$ cat config.mk
export PLATFORM = sky130hd
export DESIGN_NAME = fair_dispatch
export DESIGN_NICKNAME = d
export VERILOG_FILES = /design/src/rtl/fair_dispatch_lane_q.sv /design/src/rtl/fair_dispatch.sv
export SDC_FILE = /design/constraint.sdc
export NUM_CORES = 1
export LEC_CHECK = 0
export BUFFER_PORTS_ARGS = -buffer_cell sky130_fd_sc_hd__buf_2
export CORE_MARGIN = 10
export CORE_UTILIZATION = 41
export DETAILED_ROUTE_END_ITERATION = 7
export HOLD_SLACK_MARGIN = 0.15
export PLACE_DENSITY_LB_ADDON = 0.12
export RECOVER_POWER = 50
export SLEW_MARGIN = 20
export SYNTH_ARGS = -nofsm -noshare
export SYNTH_HDL_FRONTEND = slang
export SYNTH_SLANG_ARGS = --single-unit
$ cat constraint.sdc
create_clock -name clk -period 10 [get_ports clk]
set_clock_uncertainty 0.2 [all_clocks]
set_input_delay 2 -clock clk [delete_from_list [all_inputs] [get_ports clk]]
set_output_delay 2 -clock clk [all_outputs]
set_load 0.01 [all_outputs]
$ cat src/rtl/fair_dispatch_lane_q.sv
// dispatch_lane_q: two-entry FIFO holding words for one output lane of
// fair_dispatch. The head entry comes straight out of the storage registers,
// so it stays stable while the consumer stalls.
//
// Ports
//   clk   : clock; all state updates on its rising edge
//   rst   : synchronous reset, active low; clears pointers and occupancy
//   push  : write data into the tail (ignored when the lane is full)
//   data  : word to write on push
//   pop   : consumer takes the head (ignored when the lane is empty)
//   valid : lane holds at least one word
//   head  : oldest word in the lane
//   free  : lane can accept a word this cycle (occupancy below 2)
module dispatch_lane_q #(
  parameter int W = 32
) (
  input  logic         clk,
  input  logic         rst,
  input  logic         push,
  input  logic [W-1:0] data,
  input  logic         pop,
  output logic         valid,
  output logic [W-1:0] head,
  output logic         free
);

  localparam int OCC_W = 2;

  logic [W-1:0]     mem_q [2];
  logic             wr_q, wr_d;
  logic             rd_q, rd_d;
  logic [OCC_W-1:0] occ_q, occ_d;
  logic             do_push, do_pop;

  // Free and valid come from the registered occupancy only, so a pop in the
  // same cycle never makes a full lane look available to the selector.
  assign free    = (occ_q < OCC_W'(2));
  assign valid   = (occ_q != '0);
  assign head    = mem_q[rd_q];
  assign do_push = push & free;
  assign do_pop  = pop & valid;

  always_comb begin
    wr_d  = wr_q;
    rd_d  = rd_q;
    occ_d = occ_q;
    if (do_push) wr_d = ~wr_q;
    if (do_pop)  rd_d = ~rd_q;
    // Simultaneous push and pop leaves the occupancy unchanged.
    case ({do_push, do_pop})
      2'b10:   occ_d = occ_q + OCC_W'(1);
      2'b01:   occ_d = occ_q - OCC_W'(1);
      default: occ_d = occ_q;
    endcase
  end

  always_ff @(posedge clk) begin
    if (!rst) begin
      wr_q  <= 1'b0;
      rd_q  <= 1'b0;
      occ_q <= '0;
    end else begin
      wr_q  <= wr_d;
      rd_q  <= rd_d;
      occ_q <= occ_d;
    end
  end

  // Payload storage is not reset; occupancy alone decides what is valid.
  always_ff @(posedge clk) begin
    if (do_push) mem_q[wr_q] <= data;
  end

endmodule

$ cat src/rtl/fair_dispatch.sv
// fair_dispatch: accepts one upstream word per cycle and hands it to one of
// N = 2**LG_N output lanes, each buffered by a two-entry FIFO. The lane is
// chosen round-robin: starting at r_ptr, the first lane with room wins, and
// r_ptr then moves just past the chosen lane.
//
// Ports
//   clk       : clock; all state updates on its rising edge
//   rst       : synchronous reset, active low
//   in_valid  : upstream word valid
//   in_data   : upstream payload (W bits)
//   in_ready  : some lane has room; independent of in_valid
//   out_valid : per-lane head valid (N bits)
//   out_data  : per-lane head payload, lane i in bits [i*W +: W]
//   out_ready : per-lane consumer pop (N bits)
//   sel       : {1'b0, lane} of the lane taking the word this cycle,
//               all-ones when no word is accepted
module fair_dispatch #(
  parameter int LG_N = 2,
  parameter int W    = 32
) (
  input  logic                    clk,
  input  logic                    rst,
  input  logic                    in_valid,
  input  logic [W-1:0]            in_data,
  output logic                    in_ready,
  output logic [(1<<LG_N)-1:0]    out_valid,
  output logic [(1<<LG_N)*W-1:0]  out_data,
  input  logic [(1<<LG_N)-1:0]    out_ready,
  output logic [LG_N:0]           sel
);

  localparam int N = 1 << LG_N;

  logic [LG_N-1:0] r_ptr_q, r_ptr_d;
  logic [N-1:0]    free;
  logic [N-1:0]    free_rot;
  logic [N-1:0]    push;
  logic [LG_N-1:0] off;
  logic [LG_N-1:0] lane;
  logic            found;
  logic            xfer;

  // Rotate the free vector so bit 0 corresponds to r_ptr, pick the lowest
  // set bit, then add r_ptr back to turn the offset into a lane number.
  always_comb begin
    free_rot = '0;
    found    = 1'b0;
    off      = '0;
    for (int j = 0; j < N; j++) begin
      free_rot[j] = free[r_ptr_q + LG_N'(j)];
    end
    for (int j = 0; j < N; j++) begin
      if (!found && free_rot[j]) begin
        found = 1'b1;
        off   = LG_N'(j);
      end
    end
  end

  assign lane     = r_ptr_q + off;
  assign in_ready = found;
  assign xfer     = in_valid & in_ready;
  assign sel      = xfer ? {1'b0, lane} : {(LG_N+1){1'b1}};
  assign r_ptr_d  = xfer ? lane + LG_N'(1) : r_ptr_q;

  always_ff @(posedge clk) begin
    if (!rst) r_ptr_q <= '0;
    else      r_ptr_q <= r_ptr_d;
  end

  for (genvar i = 0; i < N; i++) begin : g_lane
    assign push[i] = xfer & (lane == LG_N'(i));

    dispatch_lane_q #(.W(W)) u_lane (
      .clk   (clk),
      .rst   (rst),
      .push  (push[i]),
      .data  (in_data),
      .pop   (out_ready[i]),
      .valid (out_valid[i]),
      .head  (out_data[i*W +: W]),
      .free  (free[i])
    );
  end

endmodule

# Yosys cells after proc, flatten, opt, wreduce, memory -nomap -nowiden
# Memories as Yosys holds them, arrays and structs flattened. A register that Yosys moved wholly into a read port is not among the register bits.
# Index checks and enable logic that the tools add are counted.
[classes] mux=36 n_eq_ne=11 magnitude_cmp=8 reduce_logical=15 n_addsub=13 bitwise=21
[ops] op="$mux 1" n=25
[ops] op="$pmux 2 s2" n=4
[ops] op="$reduce_bool 2->1" n=8
[ops] op="$and 1x1->1" n=13
[ops] op="$add 2x1->2 const B" n=6
[ops] op="$eq 2x2->1 const B" n=6
[ops] op="$lt 2x3->1 const B" n=4
[ops] op="$eq 2x1->1 const B" n=5
[ops] op="$bmux 1 s2" n=4
[ops] op="$lt 2x2->1 const B" n=4
[ops] op="$not 1->1" n=8
[ops] op="$sub 2x1->2 const B" n=4
[ops] op="$add 2x2->2 const B" n=2
[ops] op="$mux 2" n=2
[ops] op="$logic_and 1x1->1" n=3
[ops] op="$logic_not 1->1" n=3
[ops] op="$mux 3" n=1
[ops] op="$add 2x2->2" n=1
[ops] op="$logic_not 2->1" n=1
[totals] word_cells=121 reg_bits=18 out_inout_bits=136 ramBits=256 n_memories=4 input_bits=39
[memory_table] memory="g_lane[0].u_lane.mem_q" words=2 width=32 rd=1 rd_ports_with_merged_regs=1 write_ports=1 line="fair_dispatch_lane_q.sv:29" rtl="logic [W-1:0] mem_q [2];"
[memory_table] memory="g_lane[1].u_lane.mem_q" words=2 width=32 rd=1 rd_ports_with_merged_regs=1 write_ports=1 line="fair_dispatch_lane_q.sv:29"
[memory_table] memory="g_lane[2].u_lane.mem_q" words=2 width=32 rd=1 rd_ports_with_merged_regs=1 write_ports=1 line="fair_dispatch_lane_q.sv:29"
[memory_table] memory="g_lane[3].u_lane.mem_q" words=2 width=32 rd=1 rd_ports_with_merged_regs=1 write_ports=1 line="fair_dispatch_lane_q.sv:29"

# Depth between registers and ports, before layout
[logic_depth] ltp_word=19 mapped_depth=16 mapped_depth_nobuf=14

# Cells and area by module
# Synthesis repeated with hierarchy kept, for this count alone.
[hier_totals] hier_cells=544 area_unflattened_um2=10456.3
[modules_own_cells] mod="dispatch_lane_q" instances=4 area_per_inst_um2=2532.4 cells_per_inst=123 seq_area_each_um2=2021.9
[modules_own_cells] mod="fair_dispatch" instances=1 area_per_inst_um2=326.6 cells_per_inst=52 seq_area_each_um2=40.0

# Worst setup path after synthesis
# Ideal clock, no wire load.
[synth_timing] kind="input to output" from="in in_valid" to="out sel[0]" path_stages=2 arrival_ns=2.437 slack_ns=5.363 n_path_buf=0 required_time_ns=7.800 path_cell_list="nand2_1 -> or2_2"
[synth_via] elab_chain_len=2
[synth_rtl] element="from (decl)" line="fair_dispatch.sv:23" rtl="input logic in_valid,"
[synth_rtl] element="$and 1x1->1" line="fair_dispatch.sv:62" rtl="assign xfer = in_valid & in_ready;"
[synth_rtl] element="$mux 3" line="fair_dispatch.sv:63" rtl="assign sel = xfer ? {1'b0, lane} : {(LG_N+1){1'b1}};"
[synth_rtl] element="to (decl)" line="fair_dispatch.sv:29" rtl="output logic [LG_N:0] sel"
# No other way between the ends.

# Final worst setup path
[layout_timing] from="reg g_lane[1].u_lane.occ_q[1]" to="out sel[1]"
[layout_via] elab_chain_len=15 word_cells_on_any_way=25 cone_classes="1 x add/sub; 1 x order compare; 16 x mux; 1 x bitwise; 6 x reduce/logical"
[layout_rtl] element="from (decl)" line="fair_dispatch_lane_q.sv:32" rtl="logic [OCC_W-1:0] occ_q, occ_d;"
[layout_rtl] element="from (signal assigned)" line="fair_dispatch_lane_q.sv:61" rtl="occ_q <= '0;"
[layout_rtl] element="from (signal assigned)" line="fair_dispatch_lane_q.sv:65" rtl="occ_q <= occ_d;"
[layout_rtl] element="$lt 2x2->1 (*)" line="fair_dispatch_lane_q.sv:37" rtl="assign free = (occ_q < OCC_W'(2));"
[layout_rtl] element="$bmux 1 s2" line="fair_dispatch.sv:50" rtl="free_rot[j] = free[r_ptr_q + LG_N'(j)];"
[layout_rtl] element="$mux 1 (implied by the code)" line="fair_dispatch.sv:50"
[layout_rtl] element="$mux 1" line="fair_dispatch.sv:53" rtl="if (!found && free_rot[j]) begin"
[layout_rtl] element="$logic_not 1->1" line="fair_dispatch.sv:53"
[layout_rtl] element="$logic_and 1x1->1" line="fair_dispatch.sv:53"
[layout_rtl] element="$mux 1" line="fair_dispatch.sv:53"
[layout_rtl] element="$logic_not 1->1" line="fair_dispatch.sv:53"
[layout_rtl] element="$logic_and 1x1->1" line="fair_dispatch.sv:53"
[layout_rtl] element="$mux 1" line="fair_dispatch.sv:53"
[layout_rtl] element="$logic_not 1->1" line="fair_dispatch.sv:53"
[layout_rtl] element="$logic_and 1x1->1" line="fair_dispatch.sv:53"
[layout_rtl] element="$mux 2 or $mux 1 (tied branches)" line="fair_dispatch.sv:53"
[layout_rtl] element="$add 2x2->2 or $and 1x1->1 (tied branches)" line="fair_dispatch.sv:60, fair_dispatch.sv:62"
[layout_rtl] element="$mux 3 (*)" line="fair_dispatch.sv:63"
# Mark *: on every way between the ends. The rest lies on a longest branch, timed or not. The select of a mux whose other input is x is not followed.

==> impl_metrics.toml <==
[outcome]
status = "finished, violations left"
violations = "capacitance limit, slew limit"

[setup_path]
cp_top_family = "compound AO/OA/AOI/OAI gates"
r2r_slack_ns = 5.18
timing.rr.start = "g_lane[1].u_lane.occ_q[1]"
crit_start = "g_lane[1].u_lane.occ_q[1]"
critical-path-max-stage-delay_ns = 0.48
crit_arrival_ns = 2.83
crit_slowest_cell = "dfxtp_1"
cp_max_fo = 10
critPathKind = "reg -> out"
crit_buf_inv = 1
r2r_end = "g_lane[0].u_lane.mem_q[1][24]"
cp-start-kind = "register"
r2r_cells = 10
end_kind = "output pin"
worstPathCellList = "nand2b_1, o21ai_0, a211oi_1, a21oi_1, ha_1, xnor2_1, a31oi_1, or2_2, nand3_1, buf_2"
worstPathRequired_ns = 7.80

[floorplanning]
dieHeight_um = 179.8
num_rows = 58
dieWidth_um = 179.8
core-area_sq_mm = 0.02518
io_pins = 175
dieArea_sq_mm = 0.03232
start_util_pct = 41.57

[timing]
slew_headroom_pct = -24.06
hold_viol = 0
setup_violations = 0
final_max_slew_viol_count = 32
rsz0062_at_grt = "no"
final.setup.tns_ns = 0
min_period_over_period_pct = 50.34
tightest_slew_ns = 1.857
period_needed_ns = 5.034
max_freq_ghz = 0.1987

[cells_and_area]
layout_common_cells = "edfxtp_1, buf_2, mux2_2, clkbuf_1, clkbuf_16"
n_fill_cell = 2148
nNetsFinal = 780
area_growth_pct = 19.18
drive_above_1_share_pct = 43.33
final_common_cell = "edfxtp_1"
diodes = 0

[global_routing]
grt_busiest_layer = "met2"
grt_use_met3_pct = 3.052
grt_overflow = 0
use_met2_pct = 22.35
grt_util_met1_pct = 18.14
grt_antenna_before_repair = 0
grt_max_degree = 33
grt_pass1_wl_mm = 34.68
grt_pass1_vias = 5856
track_usage_pct = 13.63

[route]
ant_nets = 0
vias_per_cell = 4.966
drtPass1Iterations = 4
via_count = 5398
drtIter0Drc = 229
wl_per_cell_um = 21.08
wl_mm = 22.91
drc = 0

[logic_synthesis]
syn_area_sq_mm = 0.01047
synth-seq-cells = 278
ys.warnings.count = 0
ys_types = 40
syn_avg_cell_area_sq_um = 18.83
ys_seq_area_share_pct = 77.64
synth_fp_nets = 600
syn_inst = 556

[power_and_ir_drop]
powerDensity_mw_per_mm2 = 275.8
power_mw = 3.442
p_leak_nw = 4.298
ir_drop_mv = 0.1276

[clock_tree]
cts.sinks = 278
cts_buffers = 28
cts_setup_buffers = 0
cts_resized = 0
hold_buffers = 0
clockBufferDepth = 3
htree_levels = 1
path_clk_slew_ns = 0.06
cts_tree = "built"
insertion_delay_ns = 0.52
cts_root_buf = "clkbuf_16"

[place]
gp_congestion = 0.7491
portBuffers = 174
dp_hpwl_mm = 14.37

[job]
drv_cap = 3

[worst_hold_path]
hold_start = "g_lane[0].u_lane.wr_q"
hold-path-cell-count = 2
hold_end = "g_lane[0].u_lane.wr_q"
hold_path.class = "reg -> reg"
[how the worst max path moves through the flow]
stage	slack, ns	cells past startpoint	to
6_report	4.97	10	sel[1]
4_1_cts	5.03	10	sel[1]
3_3_place_gp	5.17	4	sel[0]
5_1_grt	4.66	10	g_lane[0].u_lane.mem_q[1][24]
2_1_floorplan	5.36	2	sel[0]
3_5_place_dp	5.16	4	sel[0]
[registers in the layout, indices dropped and copies added, names as in the netlist, named ones only]
| signal | count |
|---|---|
| g_lane.u_lane.mem_q | 256 |
| g_lane.u_lane.occ_q | 8 |
| g_lane.u_lane.rd_q | 4 |
| g_lane.u_lane.wr_q | 4 |
| r_ptr_q | 2 |
[power by group]
group	switching, mW	internal [mW]	total [mW]
combinational	0.465	0.397	0.863
sequential	0.127	1.50	1.62
clock	0.406	0.551	0.957
total	0.998	2.44	3.44
[through the flow]
stage | util [%] | setup WS [ns] | hold WS, ns | area (sq um) | instances
floorplan | - | 5.363 | 0.2514 | 10470 | 556
global placement | 46.26 | 5.171 | 0.2750 | 11650 | 1033
detailed placement | 46.37 | 5.156 | 0.2855 | 11680 | 1034
CTS | 49.72 | 5.026 | 0.2979 | 12520 | 1085
global route | 49.55 | 4.660 | 0.3209 | 12480 | 1087
finish | 49.55 | 4.966 | 0.2854 | 12480 | 1087
[layout make-up]
type                            count  area, sq um  area share [%]
Sequential cell                   278         8133           65.18
Inverter                            6        22.52          0.1805
Clock buffer                       35        748.2           5.997
Clock inverter                     16        95.09          0.7621
Tap cell                          330        412.9           3.309
Multi-Input combinational cell    245         2177           17.45
Timing Repair Buffer              177        888.4           7.120
[cells in the mapped netlist, drive strengths merged]
cell	n	area, sq um
mux2i	3	30.03
o21ai	7	35.03
nor2b	3	18.77
and4	1	11.26
nand4	2	12.51
o2111ai	1	8.760
dfxtp	22	440.4
and3	2	12.51
or3	4	25.02
and2	5	31.28
xor2	5	43.79
nand3	1	5.000
or2	7	43.79
nand2b	5	31.28
clkinv	1	3.750
mux2	128	1441
or4	2	18.77
clkbuf	6	22.52
xnor2	9	78.83
nand2	12	45.04
ha	5	62.56
a211oi	1	7.510
nand3b	3	22.52
o21a	1	7.510
a211o	2	17.52
edfxtp	256	7687
nor2	22	82.58
inv	5	18.76
a31o	1	8.760
a31oi	1	12.51
a21oi	10	53.80
buf	21	112.6
o31ai	2	15.01
[metal layers]
| metal | vias up | part of all wire, % |
|---|---|---|
| met5 | - | 0 |
| met4 | 0 | 1.1 |
| met3 | 24 | 5.3 |
| met2 | 153 | 48 |
| met1 | 2735 | 46 |
| li1 | 2486 | - |
[kinds of logic (layout without fill, tap and decap cells)]
logic type,count (synthesis),in the layout,synth area share (%)
buffers and inverters,33,234,1.506
AO/OA/AOI/OAI,26,26,1.590
XOR/XNOR,14,14,1.171
multiplexers,131,131,14.06
adder cells (fa/ha/maj),5,5,0.5976
AND/OR/NAND/NOR,69,69,3.442
flip-flops,278,278,77.64
[tightest hold or removal path: stages (launching register included)]
cell,delay [ns]
dfxtp_1,0.32
nand2_1,0.06
mux2i_1,0.06
Note: power is estimated with default switching activity, not from simulation.
